[src/rtl/fetch_stage.sv]
// ---------------------------------------------------------------------------
// fetch_stage
// Instruction-fetch stage. Holds the program counter, addresses the
// combinational instruction ROM, and registers the returned word into the
// IF/ID pipeline register. Supports stall, redirect (branch/jump), halt on the
// all-ones sentinel word, and a saturating count of delivered instructions.
//
// Ports
//   clk          in   1       rising-edge clock
//   rst          in   1       synchronous active-high reset
//   rom_addr     out  ADDR_W  ROM word address, pc[ADDR_W+1:2]
//   rom_instr    in   32      ROM data, combinational from rom_addr
//   stall        in   1       hold PC and IF/ID
//   redirect     in   1       taken branch/jump, load redirect_pc
//   redirect_pc  in   32      byte target PC (bits [1:0] ignored)
//   if_id_instr  out  32      registered instruction to decode
//   if_id_pc     out  32      byte PC of if_id_instr
//   if_id_valid  out  1       if_id_instr is a real fetched instruction
//   halted       out  1       stage is in the HALTED state
//   fetch_count  out  16      valid instructions delivered, saturating
// ---------------------------------------------------------------------------
module fetch_stage #(
    parameter int          ADDR_W   = 5,
    parameter logic [31:0] RESET_PC = 32'h0000_0000,
    parameter logic [31:0] NOP      = 32'h0000_0013,
    parameter logic [31:0] HALT     = 32'hffff_ffff
) (
    input  logic              clk,
    input  logic              rst,
    output logic [ADDR_W-1:0] rom_addr,
    input  logic [31:0]       rom_instr,
    input  logic              stall,
    input  logic              redirect,
    input  logic [31:0]       redirect_pc,
    output logic [31:0]       if_id_instr,
    output logic [31:0]       if_id_pc,
    output logic              if_id_valid,
    output logic              halted,
    output logic [15:0]       fetch_count
);

    typedef enum logic [0:0] {
        ST_RUN    = 1'b0,
        ST_HALTED = 1'b1
    } state_t;

    state_t      state_q, state_d;
    logic [31:0] pc_q, pc_d;
    logic [31:0] instr_q, instr_d;
    logic [31:0] ifpc_q, ifpc_d;
    logic        valid_q, valid_d;
    logic [15:0] count_q, count_d;

    logic        out_of_range_s;
    logic [31:0] fw_s;

    // PCs beyond the ROM behave as if they fetched the halt word.
    assign out_of_range_s = |pc_q[31:ADDR_W+2];
    assign fw_s           = out_of_range_s ? HALT : rom_instr;

    assign rom_addr    = pc_q[ADDR_W+1:2];
    assign if_id_instr = instr_q;
    assign if_id_pc    = ifpc_q;
    assign if_id_valid = valid_q;
    assign fetch_count = count_q;
    assign halted      = (state_q == ST_HALTED);

    // Next-state logic: redirect > halted hold > stall > fetch.
    always_comb begin
        state_d = state_q;
        pc_d    = pc_q;
        instr_d = instr_q;
        ifpc_d  = ifpc_q;
        valid_d = valid_q;
        count_d = count_q;
        if (redirect) begin
            // Flush the slot; if_id_pc intentionally keeps its old value.
            pc_d    = redirect_pc & 32'hffff_fffc;
            instr_d = NOP;
            valid_d = 1'b0;
            state_d = ST_RUN;
        end else begin
            case (state_q)
                ST_HALTED: begin
                    state_d = ST_HALTED;
                end
                ST_RUN: begin
                    if (stall) begin
                        state_d = ST_RUN;
                    end else if (fw_s == HALT) begin
                        // Park on the halt address; the halt word never goes downstream.
                        state_d = ST_HALTED;
                        instr_d = NOP;
                        valid_d = 1'b0;
                    end else begin
                        instr_d = fw_s;
                        ifpc_d  = pc_q;
                        valid_d = 1'b1;
                        pc_d    = pc_q + 32'd4;
                        if (count_q != 16'hffff) begin
                            count_d = count_q + 16'd1;
                        end else begin
                            count_d = count_q;
                        end
                    end
                end
                default: begin
                    state_d = ST_RUN;
                end
            endcase
        end
    end

    // State and pipeline registers with synchronous reset.
    always_ff @(posedge clk) begin
        if (rst) begin
            state_q <= ST_RUN;
            pc_q    <= RESET_PC;
            instr_q <= NOP;
            ifpc_q  <= 32'h0000_0000;
            valid_q <= 1'b0;
            count_q <= 16'h0000;
        end else begin
            state_q <= state_d;
            pc_q    <= pc_d;
            instr_q <= instr_d;
            ifpc_q  <= ifpc_d;
            valid_q <= valid_d;
            count_q <= count_d;
        end
    end

endmodule
[config.mk]
export PLATFORM = sky130hd
export DESIGN_NAME = fetch_stage
export DESIGN_NICKNAME = d
export VERILOG_FILES = /design/src/rtl/fetch_stage.sv
export SDC_FILE = /design/constraint.sdc
export NUM_CORES = 1
export LEC_CHECK = 0
export BUFFER_PORTS_ARGS = -buffer_cell sky130_fd_sc_hd__buf_2
export CORE_ASPECT_RATIO = 1.4
export CORE_MARGIN = 2
export CORE_UTILIZATION = 50
export CTS_BUF_LIST = sky130_fd_sc_hd__clkbuf_8
export DETAILED_ROUTE_END_ITERATION = 6
export PLACE_DENSITY_LB_ADDON = 0.25
export SYNTH_ARGS = -nofsm -noshare
export SYNTH_HDL_FRONTEND = slang
export SYNTH_SLANG_ARGS = --single-unit
[constraint.sdc]
create_clock -name clk -period 2.5 [get_ports clk]
set_clock_uncertainty 0.1 [all_clocks]
set_input_delay 0.125 -clock clk [delete_from_list [all_inputs] [get_ports clk]]
set_output_delay 0.125 -clock clk [all_outputs]
set_load 0.02 [all_outputs]
After elaboration in Yosys (flattened, before gate mapping)
Index checks and enable logic that the tools add are counted.
- add/subtract/negate cells: 2
- eq/ne operators: 5
- mux-type cells: 10
- bitwise logic cells: 4
- reduce and logical (&&, ||, !) cells: 7
- operators by type and width (operator ; count):
    $mux 32 ; 6
    $add 32x3->32 const B ; 1
    $eq 32x32->1 const B ; 1
    $reduce_or 25->1 ; 1
    $add 16x1->16 const B ; 1
    $ne 16x16->1 const B ; 1
    $reduce_and 3->1 ; 2
    $reduce_and 5->1 ; 1
    $ne 2x2->1 const B ; 2
    $not 1->1 ; 4
    $reduce_and 4->1 ; 1
    $mux 1 ; 3
    $ne 2x1->1 const B ; 1
    $pmux 1 s2 ; 1
    $reduce_and 2->1 ; 1
    $reduce_or 2->1 ; 1
- register bits: 114
- output and inout bits: 87
- word-level logic and storage cells: 35

Logic depth before layout (Yosys ltp)
- depth after elaboration: 7
- mapped depth: 8

Worst setup path before layout
OpenSTA, ideal clock, no wires.
- kind: register -> register
- start point: register pc_q[29]
- end point: register pc_q[4]
- arrival time: 1.918 ns
- setup slack: 0.391 ns
- cell stages (with the launch flop): 7
- buffers on the path: 1
- period minus slack after synthesis: 2.109 ns
- cell sequence: dfxtp_1 > nor4_1 > nand4_1 > or3_4 > buf_6 > or4_1 > a311oi_1
- cells in the longest elaborated chain, start to end: 5
- RTL lines (element ; RTL line ; RTL):
    start, declared ; 48 ; logic [31:0] pc_q, pc_d;
    start signal, assigned ; 125 ; pc_q <= pc_d;
    $reduce_or 25->1 ; 58 ; assign out_of_range_s = |pc_q[31:ADDR_W+2];
    $mux 32 ; 59 ; assign fw_s = out_of_range_s ? HALT : rom_instr;
    $eq 32x32->1 ; 90 ; end else if (fw_s == HALT) begin
    $ne 2x2->1 (no line) ; - ;
    $reduce_and 3->1 (no line) ; - ;
Every way passes these cells.
A chain may end at the register's enable or synchronous reset.

Final worst setup path
- start point: register pc_q[29]
- end point: register count_q[10], in the netlist fetch_count[10]
- cells in the longest elaborated chain, start to end: 5
- RTL lines (element ; RTL line ; RTL):
    $reduce_or 25->1 ; 58 ;
    $mux 32 ; 59 ;
    $eq 32x32->1 ; 90 ;
    $not 1->1 (no line) ; - ;
    $reduce_and 5->1 (no line) ; - ;
    end signal, assigned ; 129 ; count_q <= count_d;
    end, declared ; 52 ; logic [15:0] count_q, count_d;
Every way passes these cells.

==> impl_metrics.tcl <==
set metrics [dict create \
    synthMostInstantiatedCell "dfxtp_1" \
    cp.arrival_ns 2.59 \
    max_freq_mhz 420 \
    ant_nets 0 \
    ys_async_sr_fraction_pct 0 \
    vias 4124 \
    portBuffers 150 \
    fp.dieH_um 113 \
    cts_buffer_depth 2 \
    holdWs_ns 0.0318 \
    io_pins 155 \
    coreArea_mm2 0.00820 \
    timing.final.crit_share_pct 95.2 \
    crit_type "reg -> reg" \
    reg2reg_slack_ns 0.12 \
    critPathCapture "fetch_count[10]$_SDFFE_PP0P_" \
    h-tree-depth 3 \
    synthTopCellsByArea "dfxtp_1 (52%), mux2i_1 (7.1%), nor2_1 (6.6%), a32oi_1 (6.0%), and2_1 (4.0%)" \
    viasPerCell 5.47 \
    cp_max_fo 34 \
    startpoint_type "register" \
    cts_tree "yes" \
    reg2reg_depth 6 \
    r2r_start "pc_q[29]$_SDFFE_PP0P_" \
    dp.cells 675 \
    cts_root_buf "clkbuf_8" \
    ys_top_cells_by_count "dfxtp_1 (110), nor2_1 (75), mux2i_1 (30)" \
    die_x_um 82.0 \
    synthDistinctLibCells 43 \
    layout-drive-gt1-share_pct 28.5 \
    gr-total-overflow 0 \
    first_global_vias 4027 \
    syn_inst 451 \
    slew_headroom_pct 52.5 \
    grt_max_degree 39 \
    wirelength_mm 11.6 \
    syn_area_per_cell_um2 9.43 \
    cts_buffers 9 \
    cp_data_required_time_ns 2.71 \
    ys_ff_latch 110 \
    hold_viol 0 \
    cts.sinks 110 \
    worst_pin_slew_ns 0.709 \
    worstPathCellList "nor4_1, nand4_1, a211o_2, buf_4, or4_1, a21oi_1" \
    dp_hpwl_mm 7.31 \
    antenna_found_initial 0 \
    crit_start "pc_q[29]$_SDFFE_PP0P_" \
    syn2layout_area_growth_pct 38.3 \
    hold_path.class "in -> reg" \
    dieArea_mm2 0.00927 \
    fin_ws_ns 0.120 \
    pre_cts_slack_ns -0.0282 \
    grt_usage_pct 25.2 \
    grt_pass1_wl_mm 18.4 \
    drc_errors 0 \
    synth-seq-area-share_pct 51.8 \
    start_util_pct 51.9 \
    cp-end-kind "register" \
    rows 39 \
    yosysTopAreaCell "dfxtp_1" \
    gp_congestion 0.824 \
    ys.flop_type "dfxtp_1" \
    critical-path-max-stage-delay_ns 0.52 \
    leakage_nw 2.62 \
    stdcell_count 754 \
    slew_viol_final 0 \
    rsz0062_at_grt "false" \
    setup_viol 0 \
    cts.clk_slew.worst_paths_ns 0.11 \
    nNetsFinal 717 \
    ys_warn_count 0 \
    synth_edf_count 0 \
    rr_endpoint "fetch_count[10]$_SDFFE_PP0P_" \
    synth_top_area_share_pct 51.8 \
    drv_cap 0 \
    period_needed_ns 2.38 \
    outcome "completed" \
    powerDensity_mw_per_mm2 556 \
    synth_area_mm2 0.00425 \
    wl_per_cell_um 15.3 \
    ir_drop_uv 446 \
    drt-initial-drc-count 158 \
    slowest_stage "or4_1" \
    diodes 0 \
    insertion_delay_ns 0.37 \
    drtPass1Iterations 4 \
]
## how the worst min path moves through the flow
stage	start	to	slack, ns	cells past startpoint
global route	redirect_pc[6]	pc_q[6]$_SDFFE_PP0P_	0.03	5
finish	redirect_pc[6]	pc_q[6]$_SDFFE_PP0P_	0.03	5
CTS	redirect_pc[6]	pc_q[6]$_SDFFE_PP0P_	0.02	5
detailed placement	redirect_pc[24]	pc_q[24]$_SDFFE_PP0P_	0.27	3
floorplan	redirect_pc[11]	pc_q[11]$_SDFFE_PP0P_	0.17	2
global placement	redirect_pc[8]	pc_q[8]$_SDFFE_PP0P_	0.26	3
## area by class of cell
cell class	count	area, um2
fillers	616	2310
flip-flops and latches	110	2200
multi-input cells	301	1880
repair buffers	222	1450
well taps	102	128
clock buffers	9	124
clock inverters	7	87.6
inverters	3	11.3
## registers in the layout, summed over array words and instances (netlist names)
signal,flops
pc_q,30
if_id_valid,1
halted,1
if_id_pc,30
fetch_count,16
if_id_instr,32
## cell families (layout without fill, tap and decap cells)
logic type	Yosys count	count (layout)	synth area share, %
flops	110	110	51.8
other cells	1	2	0.0882
buf+inv	41	241	4.44
simple gates	189	189	22.7
mux	31	31	7.32
fa+ha+maj	2	2	0.588
compound gates	77	77	13.1
## stage by stage
step | util (%) | TNS [ns] | total power [W] | cell area [um2]
global placement | 61.4 | -0.981 | 0.00207 | 5030
global route | 71.8 | 0 | 0.00339 | 5880
detailed placement | 61.4 | -0.244 | 0.00208 | 5030
floorplan | - | 0 | 0.00199 | 4260
CTS | 71.6 | 0 | 0.00327 | 5870
finish | 71.8 | 0 | 0.00327 | 5880
## power by group
group	leakage [nW]	switching (W)	internal, W
logic	1.62	0.000160	0.000160
clock network	0.109	0.000651	0.000491
registers	0.892	0.0000248	0.00178
total	2.62	0.000836	0.00243
## metal layers
metal	share of wire [%]	routed length [um]	track usage, %
met3	5.4	627	5.42
met1	41	4770	29.5
met4	3.0	348	10.9
met5	0	0	0
met2	50	5810	43.4
## worst max-delay path, delay by kind of cell, from the launching register on
family / cells / cell delay [ns]
simple gates: 3 / 1.10
buf+inv: 1 / 0.24
compound gates: 2 / 0.54
flops: 1 / 0.33
## placed cells by master (no fill, tap or decap), types with 9 or more instances in the layout
cell,count
a21oi_1,13
a32oi_1,29
and2_1,27
buf_2,150
buf_4,10
clkbuf_8,9
dfxtp_1,110
dlygate4sd3_1,62
mux2i_1,30
nand2_1,14
nand4_1,15
nor2_1,75
o21ai_0,15
or3_1,12
## what timing repair did
item                                   4_1_cts  5_1_grt
resized for setup                            0        1
setup buffers                                0        1
hold buffers                                62        0
setup endpoints to repair                    0        3
endpoints found under the hold margin       62        0
(Power assumes the default switching activity.)
